File: src/rtl/gerador_imediato_pipeline_if.sv
// Handshake bundle for the pipelined immediate generator: instruction in,
// decoded immediate/format/illegal flag out, plus flush.
interface gerador_imediato_pipeline_if #(
  parameter int XLEN = 32
);
  logic            in_valid;
  logic            in_ready;
  logic [31:0]     instrucao;
  logic            flush;
  logic            out_valid;
  logic            out_ready;
  logic [XLEN-1:0] imediato;
  logic [2:0]      formato;
  logic            ilegal;

  modport master (
    output in_valid, instrucao, flush, out_ready,
    input  in_ready, out_valid, imediato, formato, ilegal
  );

  modport slave (
    input  in_valid, instrucao, flush, out_ready,
    output in_ready, out_valid, imediato, formato, ilegal
  );
endinterface

File: src/rtl/gerador_imediato_pipeline.sv
// Registered RISC-V immediate generator: combinational decode in front of
// STAGES valid/ready slots with back-pressure and synchronous flush.
module gerador_imediato_pipeline #(
  parameter int XLEN     = 32,
  parameter int STAGES   = 1,
  parameter int ENABLE_U = 1
) (
  input  logic                        clock,
  input  logic                        reset,
  gerador_imediato_pipeline_if.slave  bus
);

  typedef struct packed {
    logic signed [XLEN-1:0] imm;
    logic [2:0]             fmt;
    logic                   ileg;
  } payload_t;

  function automatic logic signed [XLEN-1:0] sext32(input logic signed [31:0] v);
    logic [63:0] w;
    w = {{32{v[31]}}, v};
    return w[XLEN-1:0];
  endfunction

  // Every immediate is first assembled as a sign-correct 32-bit value, then widened.
  function automatic payload_t decode(input logic [31:0] i);
    payload_t           p;
    logic signed [31:0] v;
    v      = '0;
    p.fmt  = 3'd7;
    p.ileg = 1'b1;
    case (i[6:0])
      7'b0110011: begin
        p.fmt  = 3'd0;
        p.ileg = 1'b0;
      end
      7'b0000011, 7'b1100111: begin
        v      = {{20{i[31]}}, i[31:20]};
        p.fmt  = 3'd1;
        p.ileg = 1'b0;
      end
      7'b0010011: begin
        p.ileg = 1'b0;
        if (i[13:12] == 2'b01) begin
          v     = (XLEN == 64) ? {26'b0, i[25:20]} : {27'b0, i[24:20]};
          p.fmt = 3'd6;
        end else begin
          v     = {{20{i[31]}}, i[31:20]};
          p.fmt = 3'd1;
        end
      end
      7'b0100011: begin
        v      = {{20{i[31]}}, i[31:25], i[11:7]};
        p.fmt  = 3'd2;
        p.ileg = 1'b0;
      end
      7'b1100011: begin
        v      = {{20{i[31]}}, i[7], i[30:25], i[11:8], 1'b0};
        p.fmt  = 3'd3;
        p.ileg = 1'b0;
      end
      7'b0110111, 7'b0010111: begin
        if (ENABLE_U != 0) begin
          v      = {i[31:12], 12'b0};
          p.fmt  = 3'd4;
          p.ileg = 1'b0;
        end
      end
      7'b1101111: begin
        v      = {{12{i[31]}}, i[19:12], i[20], i[30:21], 1'b0};
        p.fmt  = 3'd5;
        p.ileg = 1'b0;
      end
      default: ;
    endcase
    p.imm = sext32(v);
    return p;
  endfunction

  logic     vld_p0_q, vld_p0_d;
  payload_t dat_p0_q, dat_p0_d;
  logic     ld_p0;
  logic     take_p0;
  logic     vld_last;
  payload_t dat_last;

  // Stage 0: decode and capture
  always_comb begin
    dat_p0_d = decode(bus.instrucao);
    ld_p0    = !vld_p0_q || take_p0;
    vld_p0_d = vld_p0_q;
    if (bus.flush)  vld_p0_d = 1'b0;
    else if (ld_p0) vld_p0_d = bus.in_valid;
  end

  always_ff @(posedge clock or posedge reset) begin
    if (reset) vld_p0_q <= 1'b0;
    else       vld_p0_q <= vld_p0_d;
  end

  always_ff @(posedge clock) begin
    if (ld_p0 && bus.in_valid) dat_p0_q <= dat_p0_d;
  end

  generate
    if (STAGES == 2) begin : g_s2
      logic     vld_p1_q, vld_p1_d;
      payload_t dat_p1_q, dat_p1_d;
      logic     ld_p1;

      // Stage 1: pure re-register of stage 0
      always_comb begin
        ld_p1    = !vld_p1_q || bus.out_ready;
        dat_p1_d = dat_p0_q;
        vld_p1_d = vld_p1_q;
        if (bus.flush)  vld_p1_d = 1'b0;
        else if (ld_p1) vld_p1_d = vld_p0_q;
      end

      always_ff @(posedge clock or posedge reset) begin
        if (reset) vld_p1_q <= 1'b0;
        else       vld_p1_q <= vld_p1_d;
      end

      always_ff @(posedge clock) begin
        if (ld_p1 && vld_p0_q) dat_p1_q <= dat_p1_d;
      end

      assign take_p0  = ld_p1;
      assign vld_last = vld_p1_q;
      assign dat_last = dat_p1_q;
    end else begin : g_s1
      assign take_p0  = bus.out_ready;
      assign vld_last = vld_p0_q;
      assign dat_last = dat_p0_q;
    end
  endgenerate

  // Payload is gated by valid so reset and empty slots read as zero, never stale.
  assign bus.in_ready  = ld_p0;
  assign bus.out_valid = vld_last;
  assign bus.imediato  = vld_last ? dat_last.imm  : '0;
  assign bus.formato   = vld_last ? dat_last.fmt  : 3'd0;
  assign bus.ilegal    = vld_last ? dat_last.ileg : 1'b0;

endmodule

File: src/flat_wrapper.sv
// flat-port wrapper written by rule: the top's interface ports become plain ports
module gerador_imediato_pipeline_flat 
#(
  parameter int XLEN     = 32,
  parameter int STAGES   = 1,
  parameter int ENABLE_U = 1
)
  (clock, reset, bus_in_valid, bus_instrucao, bus_flush, bus_out_ready, bus_in_ready, bus_out_valid, bus_imediato, bus_formato, bus_ilegal);
  gerador_imediato_pipeline_if #(.XLEN(XLEN)) bus_i ();
  input  logic clock;
  input  logic reset;
  input wire logic [$bits(bus_i.in_valid)-1:0] bus_in_valid;
  input wire logic [$bits(bus_i.instrucao)-1:0] bus_instrucao;
  input wire logic [$bits(bus_i.flush)-1:0] bus_flush;
  input wire logic [$bits(bus_i.out_ready)-1:0] bus_out_ready;
  output wire logic [$bits(bus_i.in_ready)-1:0] bus_in_ready;
  output wire logic [$bits(bus_i.out_valid)-1:0] bus_out_valid;
  output wire logic [$bits(bus_i.imediato)-1:0] bus_imediato;
  output wire logic [$bits(bus_i.formato)-1:0] bus_formato;
  output wire logic [$bits(bus_i.ilegal)-1:0] bus_ilegal;
  assign bus_i.in_valid = bus_in_valid;
  assign bus_i.instrucao = bus_instrucao;
  assign bus_i.flush = bus_flush;
  assign bus_i.out_ready = bus_out_ready;
  assign bus_in_ready = bus_i.in_ready;
  assign bus_out_valid = bus_i.out_valid;
  assign bus_imediato = bus_i.imediato;
  assign bus_formato = bus_i.formato;
  assign bus_ilegal = bus_i.ilegal;
  gerador_imediato_pipeline #(.XLEN(XLEN), .STAGES(STAGES), .ENABLE_U(ENABLE_U)) u_core (.clock(clock), .reset(reset), .bus(bus_i));
endmodule
File: config.mk
export PLATFORM = sky130hd
export DESIGN_NAME = gerador_imediato_pipeline_flat
export DESIGN_NICKNAME = d
export VERILOG_FILES = /design/src/rtl/gerador_imediato_pipeline_if.sv /design/src/rtl/gerador_imediato_pipeline.sv /design/src/flat_wrapper.sv
export SDC_FILE = /design/constraint.sdc
export NUM_CORES = 1
export LEC_CHECK = 0
export CAP_MARGIN = 40
export CORE_ASPECT_RATIO = 1.25
export CORE_MARGIN = 2
export CORE_UTILIZATION = 30
export CTS_CLUSTER_DIAMETER = 200
export CTS_CLUSTER_SIZE = 8
export DETAILED_ROUTE_END_ITERATION = 8
export SYNTH_ARGS = -nofsm -noshare
export SYNTH_HDL_FRONTEND = slang
export SYNTH_SLANG_ARGS = --single-unit
File: constraint.sdc
create_clock -name clock -period 2.3 [get_ports clock]
set_input_delay 0.46 -clock clock [delete_from_list [all_inputs] [get_ports clock]]
set_output_delay 0.46 -clock clock [all_outputs]
set_load 0.05 [all_outputs]
* Word-level counts from Yosys, hierarchy flattened *
Index checks and enable logic that the tools add are counted.

operators by class
  multiplexer cells = 9
  eq/ne operators = 10
  reduce and logical (&&, ||, !) cells = 6

operators with widths
  cell                  count
  $pmux W32 S6          1
  $mux W32              2
  $pmux W4 S7           1
  $eq A7 B6 Y1 const B  3
  $eq A7 B7 Y1 const B  3
  $eq A7 B5 Y1 const B  2
  $eq A7 B2 Y1 const B  1
  $mux W3               2
  $reduce_or A2 Y1      2
  $mux W1               3
  $eq A2 B1 Y1 const B  1
  $reduce_bool A2 Y1    1
  $logic_and A1 B1 Y1   1
  $logic_not A1 Y1      1
  $logic_or A1 B1 Y1    1

word-level totals
  bits in registers = 37
  input port bits = 37
  output and inout port bits = 38

* Logic depth before layout (Yosys ltp) *
  depth in word-level cells = 4
  mapped depth = 5

* Worst setup path before layout *
Ideal clock, no wire load.

  kind = reg2reg
  start point = reg u_core.vld_p0_q (netlist: u_core.bus.out_valid)
  end point = reg u_core.dat_p0_q, in the netlist u_core.dat_last[0] (enable)
  arrival time = 2.106 ns
  buffers on the path = 0
  cell stages (with the launch flop) = 3
  clock period less this slack = 2.502 ns
  path slack = -0.202 ns
  required time = 1.903 ns
  path through = dfrtp_1 > nand2b_1 > and2_1

on the way
  cells in the longest elaborated chain, start to end = 3

RTL lines
  element                 RTL line                          source
  start, declared         gerador_imediato_pipeline.sv:80   logic vld_p0_q, vld_p0_d;
  start signal, assigned  gerador_imediato_pipeline.sv:98   else vld_p0_q <= vld_p0_d;
  $logic_not A1 Y1        gerador_imediato_pipeline.sv:90   ld_p0 = !vld_p0_q || take_p0;
  $logic_or A1 B1 Y1      gerador_imediato_pipeline.sv:90
  net bus_in_ready        flat_wrapper.sv:16                output wire logic [$bits(bus_i.in_ready)-1:0] bus_in_ready;
  $logic_and A1 B1 Y1     gerador_imediato_pipeline.sv:102  if (ld_p0 && bus.in_valid) dat_p0_q <= dat_p0_d;
  end signal, assigned    gerador_imediato_pipeline.sv:102
  end, declared           gerador_imediato_pipeline.sv:81   payload_t dat_p0_q, dat_p0_d;

The timed path passes the listed nets, and every way through them passes these cells.
A chain may end at the register's enable or synchronous reset.

==> impl_metrics.toml <==
[critical_path]
cp.required_ps = 2450
crit_buf_inv = 1
crit_type = "in2reg"
worst_setup_path_end_kind = "flop"
cp_cell_sequence = "clkdlybuf4s50_1 > and3b_1 > nand2_1 > a41oi_2 > a21o_1"
crit_fanout = 11
cp_top_family = "compound AO/OA/AOI/OAI gates"
crit_arrival_ps = 2130
worst_setup_path_start_kind = "input pin"
cp_slowest_stage_delay_ps = 540
slowest_stage = "clkdlybuf4s50_1"

[drt]
avgViaCountPerCell = 4.48
drt_iter0_drc = 85
drt-pass1-iter-count = 4
post-route-drc-count = 0
antenna_left = 0
via_count = 1480
wl_per_cell_microns = 13.6
finalWirelength_microns = 4490

[min_path]
min_path_type = "in2async"

[place]
routabilityCongestion = 0.848
numPortBuffers = 74
dp_hpwl_microns = 3580

[clocking]
worstSkewPairLatency_ps = 280
ctsResizeCount = 0
cts_setup_buffers = 0
cts_sinks = 37
clk_pin_slew_ps = 70
cts_max_level = 2
cts_hold_buf = 0
cts_tree = "built"
clk_root_buffer_cell = "clkbuf_8"
cts_buffers = 5
max-clock-path-buffers = 2

[power]
peakVddDrop_mv = 0.249
comb_power_share_pct = 25.6
switching_share_pct = 26.7
seq_power_share_pct = 48.3
p_per_area_nw_per_um2 = 492
switching_power_w = 0.000433
pwr-share-clk_pct = 26.1
power_leakage_nw = 1.42
internal_power_w = 0.00119
total_power_w = 0.00162

[floorplan]
die_x_microns = 75.4
dieArea_sq_um = 7030
floorplan.initialDensity_pct = 31.0
die_h_microns = 93.3
design.core.area_sq_um = 6170
boundaryPins = 75
rows = 32

[global_routing]
antenna_found_initial = 0
grt_pass1_vias = 1501
gr-total-overflow = 0
grt_start_max_net_pins = 37
grt_pass1_wl_microns = 7270
grt_usage_pct = 13.8

[logic_synthesis]
synth.avg_cell_area_sq_um = 12.3
syn_area_sq_um = 1910
ys_types = 31
syn-num-nets = 193
syn_inst = 156
synth_ff_type = "edfxtp_1"
ys_seq_elements = 37
synth-async-reset-ratio_pct = 2.70
yosysSeqAreaShare_pct = 57.9
synth-edff-count = 36
yosysWarnings = 0

[timing]
skew_ps = 9.32
fin_crit_ps = 1980
slew_headroom_pct = 60.8
finalMaxSlewViolations = 0
final-setup-viol-count = 0
finalCritPeriodShare_pct = 86.0
rsz0062_at_grt = "no"
max_slew.worst_pin.slew_ps = 588
tns_ps = 0
hold_viol_final = 0
fmax_mhz = 506

[layout]
finish.utilization_pct = 53.5
fill_cells = 564
final_cell_mix = "and2_1 (45), buf_12 (39), clkdlybuf4s50_1 (36), edfxtp_1 (36), a21o_1 (19)"
multiInputGateArea_sq_um = 751
diodes = 0
finalNetCount = 281
layout_commonest_cell = "and2_1"
drive_gt1_share_pct = 26.5
syn_to_final_growth_pct = 72.5
seqCellArea_sq_um = 1110

[run_status]
status = "finished clean"

[job]
drv_cap = 0
routing by layer:
layer / vias up / share of wire (%) / global-route usage, % / wire length, microns
li1: 735 / - / - / -
met1: 691 / 40 / 15.8 / 1780
met2: 46 / 54 / 24.3 / 2410
met3: 8 / 3.9 / 2.69 / 175
met4: 0 / 2.8 / 5.70 / 124
met5: - / 0 / 0 / 0
sequential cells by signal (all words and copies together), names as in the netlist:
name,count
u_core.dat_last,36
u_core.bus.out_valid,1
synthesized netlist by cell type (2+ instances only):
master | count | share of area [%]
nand2_1 | 5 | 0.98
a22o_1 | 7 | 3.2
nand3_1 | 3 | 0.79
o21ai_0 | 2 | 0.52
and3b_1 | 2 | 0.92
and2_1 | 46 | 15
nor2_1 | 5 | 0.98
clkbuf_1 | 4 | 0.79
o211ai_1 | 2 | 0.79
inv_1 | 6 | 1.2
a21o_1 | 19 | 7.5
edfxtp_1 | 36 | 57
worst reg2reg max path: stages, from the launching register on:
cell      delay, ps
dfrtp_1         380
buf_4           190
nand2b_1        180
and2_2          200
buf_12          220
metrics by stage:
stage | instance area (sq um) | instances | hold WS (ps) | setup WS (ps)
detailed placement | 3220 | 322 | 624 | 28.0
finish | 3300 | 330 | 331 | 322
CTS | 3300 | 330 | 328 | 322
global route | 3300 | 330 | 353 | 164
global placement | 3220 | 322 | 617 | 2.88
floorplan | 1910 | 156 | 189 | 156
area by class of cell:
| cell class | count | area share, % |
|---|---|---|
| Timing Repair Buffer | 87 | 37.3 |
| Tap cell | 85 | 3.22 |
| Clock inverter | 3 | 0.379 |
| Sequential cell | 37 | 33.5 |
| Multi-Input combinational cell | 107 | 22.8 |
| Inverter | 6 | 0.683 |
| Clock buffer | 5 | 2.09 |
power groups by stage:
stage / Clock [W] / Combinational, W / Sequential [W]
after floorplan: 0 / 0.000173 / 0.000803
after global placement: 0 / 0.000418 / 0.000799
after detailed placement: 0 / 0.000422 / 0.000800
after CTS: 0.000438 / 0.000422 / 0.000785
after global routing: 0.000462 / 0.000438 / 0.000788
final: 0.000424 / 0.000416 / 0.000785
worst paths after layout:
path	startpoint	to	slack, ps	cells past startpoint
max reg2reg	u_core.bus.out_valid	u_core.dat_last[31]	820	4
max in group asynchronous	reset	u_core.bus.out_valid	1880	2
min	reset	u_core.bus.out_valid	330	2
min reg2reg	u_core.bus.out_valid	u_core.bus.out_valid	880	3
max	bus_instrucao[5]	u_core.dat_last[25]	320	5
min in group clock	bus_flush	u_core.bus.out_valid	730	2
logic make-up after synthesis:
group	count (synthesis)	share of synthesized area [%]
AOI/OAI and AO/OA	36	15.3
buffers and inverters	12	2.94
DFF	37	57.9
and+or+nand+nor	71	23.9
No activity file was read; power rests on OpenSTA's default activity.
